File: src/rtl/hdmi_pkg.sv
// -----------------------------------------------------------------------------
// hdmi_pkg
//   Shared definitions for the HDMI frame gate:
//   - gate_state_t : frame gate state encoding (IDLE=0, ARM=1, PASS=2, DROP=3)
//   - DEF_H_ACT / DEF_V_ACT / DEF_CW : default active geometry and counter width
//   - rgb888_to_565 : truncating colour-depth reduction {R[7:3],G[7:2],B[7:3]}
// -----------------------------------------------------------------------------
package hdmi_pkg;

    typedef enum logic [1:0] {
        ST_IDLE = 2'd0,
        ST_ARM  = 2'd1,
        ST_PASS = 2'd2,
        ST_DROP = 2'd3
    } gate_state_t;

    localparam int DEF_H_ACT = 1280;
    localparam int DEF_V_ACT = 720;
    localparam int DEF_CW    = 12;

    // Keep the top bits of each channel; no rounding.
    function automatic logic [15:0] rgb888_to_565(input logic [23:0] rgb);
        return {rgb[23:19], rgb[15:10], rgb[7:3]};
    endfunction

endpackage

File: src/rtl/hdmi_geom_meter.sv
// -----------------------------------------------------------------------------
// hdmi_geom_meter
//   Measures frame geometry on the stage-1 video signals.
//   Ports:
//     clk, rst_n          : pixel clock, synchronous active-low reset
//     de_s1, vs_s1        : stage-1 data enable / vsync
//     vs_rise             : vsync rising edge (combinational, stage-1 timing)
//     width_bad           : line just closed with a length other than H_ACT
//     height_bad          : frame just closed with a height other than V_ACT
//     meas_width          : x count latched at the last de falling edge
//     meas_height         : line count latched at the last vsync rising edge
// -----------------------------------------------------------------------------
module hdmi_geom_meter
    import hdmi_pkg::*;
#(
    parameter int H_ACT = DEF_H_ACT,
    parameter int V_ACT = DEF_V_ACT,
    parameter int CW    = DEF_CW
) (
    input  logic          clk,
    input  logic          rst_n,
    input  logic          de_s1,
    input  logic          vs_s1,
    output logic          vs_rise,
    output logic          width_bad,
    output logic          height_bad,
    output logic [CW-1:0] meas_width,
    output logic [CW-1:0] meas_height
);

    localparam logic [CW-1:0] CNT_MAX  = {CW{1'b1}};
    localparam logic [CW-1:0] CNT_ZERO = {CW{1'b0}};
    localparam logic [CW-1:0] CNT_ONE  = {{(CW-1){1'b0}}, 1'b1};
    localparam logic [CW-1:0] H_EXP    = CW'(H_ACT);
    localparam logic [CW-1:0] V_EXP    = CW'(V_ACT);

    logic          de_p_r;
    logic          vs_p_r;
    logic [CW-1:0] x_r;
    logic [CW-1:0] y_r;
    logic          de_fall_s;
    logic [CW-1:0] y_eff_s;

    function automatic logic [CW-1:0] sat_inc(input logic [CW-1:0] v);
        return (v == CNT_MAX) ? v : (v + CNT_ONE);
    endfunction

    // Edge detection and geometry compare pulses.
    always_comb begin
        de_fall_s  = ~de_s1 & de_p_r;
        vs_rise    = vs_s1 & ~vs_p_r;
        // A line closing on the vsync edge itself still counts toward this frame.
        y_eff_s    = de_fall_s ? sat_inc(y_r) : y_r;
        width_bad  = de_fall_s & (x_r != H_EXP);
        height_bad = vs_rise & (y_eff_s != V_EXP);
    end

    // Previous-value registers, x/y counters and measured-size latches.
    always_ff @(posedge clk) begin
        if (!rst_n) begin
            de_p_r      <= 1'b0;
            vs_p_r      <= 1'b0;
            x_r         <= CNT_ZERO;
            y_r         <= CNT_ZERO;
            meas_width  <= CNT_ZERO;
            meas_height <= CNT_ZERO;
        end else begin
            de_p_r <= de_s1;
            vs_p_r <= vs_s1;

            if (de_s1) begin
                x_r <= sat_inc(x_r);
            end else if (de_fall_s) begin
                x_r <= CNT_ZERO;
            end else begin
                x_r <= x_r;
            end

            if (vs_rise) begin
                y_r <= CNT_ZERO;
            end else if (de_fall_s) begin
                y_r <= sat_inc(y_r);
            end else begin
                y_r <= y_r;
            end

            if (de_fall_s) begin
                meas_width <= x_r;
            end else begin
                meas_width <= meas_width;
            end

            if (vs_rise) begin
                meas_height <= y_eff_s;
            end else begin
                meas_height <= meas_height;
            end
        end
    end

endmodule

File: src/rtl/hdmi_frame_gate.sv
// -----------------------------------------------------------------------------
// hdmi_frame_gate
//   Converts RGB888 to RGB565 and forwards only whole, well-formed frames,
//   starting at a vsync edge after capture is enabled. Fixed 2-cycle latency.
//   Ports:
//     hdmi_clk, rst_n        : pixel clock, synchronous active-low reset
//     cap_en                 : capture enable level (hdmi_clk domain)
//     err_clr                : pulse clearing the sticky error flags
//     vin_de/hs/vs, vin_rgb  : receiver video {R,G,B}
//     hdmi_vld, hdmi_565     : gated pixel valid / RGB565 (0 when not valid)
//     hdmi_hsync/vsync       : delayed syncs, never gated
//     frame_cnt              : complete, error-free frames forwarded (wraps)
//     meas_width/height      : last measured line length / frame height
//     err_width/err_height   : sticky geometry error flags
// -----------------------------------------------------------------------------
module hdmi_frame_gate
    import hdmi_pkg::*;
#(
    parameter int H_ACT = DEF_H_ACT,
    parameter int V_ACT = DEF_V_ACT,
    parameter int CW    = DEF_CW
) (
    input  logic          hdmi_clk,
    input  logic          rst_n,
    input  logic          cap_en,
    input  logic          err_clr,
    input  logic          vin_de,
    input  logic          vin_hs,
    input  logic          vin_vs,
    input  logic [23:0]   vin_rgb,
    output logic          hdmi_vld,
    output logic          hdmi_hsync,
    output logic          hdmi_vsync,
    output logic [15:0]   hdmi_565,
    output logic [15:0]   frame_cnt,
    output logic [CW-1:0] meas_width,
    output logic [CW-1:0] meas_height,
    output logic          err_width,
    output logic          err_height
);

    gate_state_t state_r;
    gate_state_t next_state_s;

    logic        de_s1_r;
    logic        hs_s1_r;
    logic        vs_s1_r;
    logic [23:0] rgb_s1_r;

    logic        vs_rise_s;
    logic        width_bad_s;
    logic        height_bad_s;

    logic        set_werr_s;
    logic        set_herr_s;
    logic        frame_done_s;
    logic        pass_s;
    logic        fwd_s;

    // Stage 1: register the receiver inputs.
    always_ff @(posedge hdmi_clk) begin
        if (!rst_n) begin
            de_s1_r  <= 1'b0;
            hs_s1_r  <= 1'b0;
            vs_s1_r  <= 1'b0;
            rgb_s1_r <= 24'h000000;
        end else begin
            de_s1_r  <= vin_de;
            hs_s1_r  <= vin_hs;
            vs_s1_r  <= vin_vs;
            rgb_s1_r <= vin_rgb;
        end
    end

    hdmi_geom_meter #(
        .H_ACT (H_ACT),
        .V_ACT (V_ACT),
        .CW    (CW)
    ) u_meter (
        .clk         (hdmi_clk),
        .rst_n       (rst_n),
        .de_s1       (de_s1_r),
        .vs_s1       (vs_s1_r),
        .vs_rise     (vs_rise_s),
        .width_bad   (width_bad_s),
        .height_bad  (height_bad_s),
        .meas_width  (meas_width),
        .meas_height (meas_height)
    );

    // Gate state register.
    always_ff @(posedge hdmi_clk) begin
        if (!rst_n) begin
            state_r <= ST_IDLE;
        end else begin
            state_r <= next_state_s;
        end
    end

    // Next-state logic, error/frame pulses and pixel gating.
    always_comb begin
        next_state_s = state_r;
        set_werr_s   = 1'b0;
        set_herr_s   = 1'b0;
        frame_done_s = 1'b0;
        case (state_r)
            ST_IDLE: begin
                if (cap_en) begin
                    next_state_s = ST_ARM;
                end else begin
                    next_state_s = ST_IDLE;
                end
            end
            ST_ARM: begin
                if (!cap_en) begin
                    next_state_s = ST_IDLE;
                end else if (vs_rise_s) begin
                    next_state_s = ST_PASS;
                end else begin
                    next_state_s = ST_ARM;
                end
            end
            ST_PASS: begin
                set_werr_s = width_bad_s;
                if (vs_rise_s) begin
                    // Frame boundary: account for the frame, then decide the next one.
                    set_herr_s   = height_bad_s;
                    frame_done_s = ~height_bad_s & ~width_bad_s;
                    if (cap_en) begin
                        next_state_s = ST_PASS;
                    end else begin
                        next_state_s = ST_IDLE;
                    end
                end else if (width_bad_s) begin
                    next_state_s = ST_DROP;
                end else begin
                    next_state_s = ST_PASS;
                end
            end
            ST_DROP: begin
                if (vs_rise_s) begin
                    if (cap_en) begin
                        next_state_s = ST_PASS;
                    end else begin
                        next_state_s = ST_IDLE;
                    end
                end else begin
                    next_state_s = ST_DROP;
                end
            end
            default: begin
                next_state_s = ST_IDLE;
            end
        endcase
        // Looking at next state lets the first pixel after the arming vsync through.
        pass_s = (state_r == ST_PASS) | (next_state_s == ST_PASS);
        fwd_s  = de_s1_r & pass_s;
    end

    // Stage 2: registered outputs, frame counter and sticky flags.
    always_ff @(posedge hdmi_clk) begin
        if (!rst_n) begin
            hdmi_vld   <= 1'b0;
            hdmi_565   <= 16'h0000;
            hdmi_hsync <= 1'b0;
            hdmi_vsync <= 1'b0;
            frame_cnt  <= 16'h0000;
            err_width  <= 1'b0;
            err_height <= 1'b0;
        end else begin
            hdmi_vld   <= fwd_s;
            hdmi_565   <= fwd_s ? rgb888_to_565(rgb_s1_r) : 16'h0000;
            hdmi_hsync <= hs_s1_r;
            hdmi_vsync <= vs_s1_r;
            if (frame_done_s) begin
                frame_cnt <= frame_cnt + 16'd1;
            end else begin
                frame_cnt <= frame_cnt;
            end
            // A new error wins over a coincident clear.
            err_width  <= set_werr_s | (err_width  & ~err_clr);
            err_height <= set_herr_s | (err_height & ~err_clr);
        end
    end

endmodule

File: config.mk
export PLATFORM = sky130hd
export DESIGN_NAME = hdmi_frame_gate
export DESIGN_NICKNAME = d
export VERILOG_FILES = /design/src/rtl/hdmi_pkg.sv /design/src/rtl/hdmi_geom_meter.sv /design/src/rtl/hdmi_frame_gate.sv
export SDC_FILE = /design/constraint.sdc
export NUM_CORES = 1
export LEC_CHECK = 0
export ABC_AREA = 1
export BUFFER_PORTS_ARGS = -buffer_cell sky130_fd_sc_hd__buf_2
export CAP_MARGIN = 20
export CELL_PAD_IN_SITES_DETAIL_PLACEMENT = 0
export CELL_PAD_IN_SITES_GLOBAL_PLACEMENT = 1
export CORE_MARGIN = 4
export CORE_UTILIZATION = 41
export DETAILED_ROUTE_END_ITERATION = 16
export PLACE_DENSITY_LB_ADDON = 0.1
export SYNTH_ARGS = -nofsm -noshare
export SYNTH_HDL_FRONTEND = slang
export SYNTH_SLANG_ARGS = --single-unit
export TNS_END_PERCENT = 100
File: constraint.sdc
create_clock -name hdmi_clk -period 3.4 [get_ports hdmi_clk]
set_input_delay 0 -clock hdmi_clk [delete_from_list [all_inputs] [get_ports hdmi_clk]]
set_output_delay 0 -clock hdmi_clk [all_outputs]
set_load 0.01 [all_outputs]
==> run metrics <==
crit-path max cell delay=410 ps; Fmax=0.3852 GHz; register area share after synthesis=48.96%; CP most frequent cell=nand2_1; #FFs+latches synth=107; adder-cell share of the synthesized area=1.144%; placed wire-length estimate=7116 µm; Power Dens Cells=417.1 nW/µm²; DRT Wirelength=10200 µm; routed length on met2=4728 µm; WP data required=3690 ps; largest family of logic cells by synthesized area=simple AND/OR/NAND/NOR gates; CTS Sinks=107; Max transition margin=43.60%; Overflow after GRT=0; row count=37; DRT Pass-1 Iters=5; mean post-synth cell area=7.115 µm²; r2r setup slk=800 ps; fin nets=751; Core Footprint=10370 µm²; num ports=92; CTS clk-pin slew, worst paths=120 ps; drt initial violations=137; Skew-Pair Late Insertion Delay=380 ps; CP Cell Sequence=inv_1, nand2_2, inv_2, nand2_1, nor2_1, nand2_1, nand2_1, nand2_1, nor2_2, nand3_1, nor2_4, nand2_4, inv_2, nand3_1, nand2_1, nor2_1; width of the die=111.3 µm; Buf/Inv on CP=3; pre-CTS setup slack=788.6 ps; Worst path slowest cell=inv_2; synth unique cells=29; Post-CTS Resized=0; Slew @ Worst Pin=842.9 ps; clock buffer depth=2; RSZ-0062 raised after global routing=false; vias in the first global route=3727; final setup vio count=0; Avg WL per Cell=11.90 µm; Post-Synth Simple-Gate Area=30.74%; Critical Path Fanout Max=35; complex-gate fraction of the synthesized area=8.121%; Final TNS setup=0 ps; CP delay by family, top=simple AND/OR/NAND/NOR gates; first-pass GRT wire length=17630 µm; WP data arrival=2880 ps; uppermost routed layer=met4; total CTS buffers=9; Via Count=3949; kind of start point of the critical path=flip-flop; crit path kind=flip-flop to flip-flop; Final Hold Viols=0; Die H=111.3 µm; antenna violations before repair=0; syn_nets=650; Hold WC Path Type=input port to flip-flop; Metal-1 WL=4725 µm; Mapped Area=4375 µm²; Fill cells=1022; area share of xor/xnor cells in the synthesized design=0.6005%; Ys Warns=0; gpl congestion=0.8403; Remaining DRCs=0; multi-input logic area=1777 µm²; CTS tree=built; final worst setup slack=803.6 ps; layout cell share with drive strength beyond 1=17.20%; status=finished, final reports clean; DR vias/cell=4.608; peak supply drop=0.2689 mV; largest net degree at the start of global routing=49; Static Leak=0.002545 µW; final worst-path cycle share=76.36%; root buffer cell=clkbuf_8; Slew Limit Fails=0; crit end category=flip-flop; Register Area=2142 µm²; cell count after synthesis=615; wire length on met3=558 µm; Post-DRT Antenna Nets=0; htree depth=3; die area=12390 µm²; number of setup buffers added after CTS=0; maxcap violations=0; mux cell area share after synthesis=0%; GRT Overall Usage=17.04%; Buffers on Ports=83; Initial Utilization=42.19%; minimum clock period=2596 ps; Ant. Diodes=0; area grow syn2layout=21.76%; final clock skew=12.79 ps
-- power by group --
group          internal, µW  switching [µW]  leakage (µW)
registers              1280            11.0      0.000869
logic                  52.4            73.6       0.00157
clock network           299             508      0.000105
-- routing by layer --
layer | up-vias | global-route usage (%)
li1 | 2104 | -
met1 | 1745 | 22.34
met2 | 86 | 27.50
met3 | 14 | 4.312
met4 | 0 | 5.758
met5 | - | 0
-- flip-flops by register name (all words and copies together) (netlist names) --
name,flops
de_s1_r,1
err_height,1
err_width,1
frame_cnt,16
hdmi_565,16
hdmi_hsync,1
hdmi_vld,1
hs_s1_r,1
rgb_s1_r,16
state_r,2
u_meter.de_p_r,1
u_meter.meas_height,12
u_meter.meas_width,12
u_meter.vs_p_r,1
u_meter.x_r,12
u_meter.y_r,12
vs_s1_r,1
-- layout make-up --
| class | count | area share, % |
|---|---|---|
| Clock buffer | 9 | 2.325 |
| Inverter | 102 | 7.186 |
| Sequential cell | 107 | 40.21 |
| Timing Repair Buffer | 107 | 12.17 |
| Multi-Input combinational cell | 389 | 33.35 |
| Tap cell | 136 | 3.194 |
| Clock inverter | 7 | 1.574 |
-- final timing paths --
path / start / end / depth (start not counted)
worst max-delay path: de_s1_r / frame_cnt[6] / 16
worst min-delay path: rst_n / u_meter.x_r[4] / 3
worst max register to register: de_s1_r / frame_cnt[6] / 16
worst min register to register: rgb_s1_r[20] / hdmi_565[12] / 2
-- cell families after synthesis --
logic type,after synthesis
simple gates,313
buf+inv,119
flops,107
compound gates,69
fa+ha+maj,4
xor+xnor,3
-- tightest hold or removal path, stage by stage --
cell	delay, ps
buf_2	100
clkinv_1	320
a21oi_1	70
-- cells in the final DEF, fill, tap and decap left out, types with 4 or more instances in the layout --
cell | Yosys | routed
ha_1 | 4 | 4
dfxtp_1 | 107 | 107
nor2_1 | 89 | 89
nor2_2 | 11 | 11
dlygate4sd3_1 | 0 | 21
nand3_1 | 32 | 32
clkbuf_8 | 0 | 9
nand2_1 | 146 | 146
nor3_1 | 5 | 5
o21ai_0 | 35 | 35
inv_1 | 99 | 99
nand4_1 | 16 | 16
buf_2 | 2 | 83
a21oi_1 | 30 | 30
-- synth_stat cells, drive strengths merged --
| cell | instances | area, µm² |
|---|---|---|
| nand4 | 16 | 100.1 |
| inv | 101 | 379.1 |
| nor2 | 101 | 414.2 |
| nand2 | 150 | 578.1 |
| o21bai | 1 | 7.510 |
| buf | 5 | 28.78 |
| clkbuf | 12 | 45.04 |
| xor2 | 3 | 26.28 |
| nor4 | 2 | 12.51 |
| a21oi | 30 | 150.1 |
| nand3 | 34 | 180.2 |
| or2 | 2 | 12.51 |
| nand3b | 3 | 22.52 |
| dfxtp | 107 | 2142 |
| clkinv | 1 | 3.750 |
| a211oi | 1 | 7.510 |
| o21ai | 35 | 175.2 |
| nor3 | 5 | 25.02 |
| a31oi | 1 | 6.260 |
| ha | 4 | 50.05 |
| a2bb2oi | 1 | 8.760 |
-- through the flow --
| stage | area, µm² | std cells | utilization, % | total power [µW] | hold slack, ps |
|---|---|---|---|---|---|
| final | 5328 | 857 | 51.38 | 2222 | 155.9 |
| after global routing | 5328 | 857 | 51.38 | 2332 | 168.5 |
| after CTS | 5328 | 857 | 51.38 | 2253 | 156.5 |
| after detailed placement | 4910 | 820 | 47.35 | 1426 | 183.4 |
| after global placement | 4910 | 820 | 47.35 | 1423 | 180.1 |
| after floorplan | 4375 | 615 | - | 1384 | 97.63 |
-- what timing repair did --
item                                    4_1_cts  5_1_grt
endpoints found under the setup margin        0        0
hold buffers                                 21        0
endpoints found under the hold margin        23        0
(Power assumes the default switching activity.)
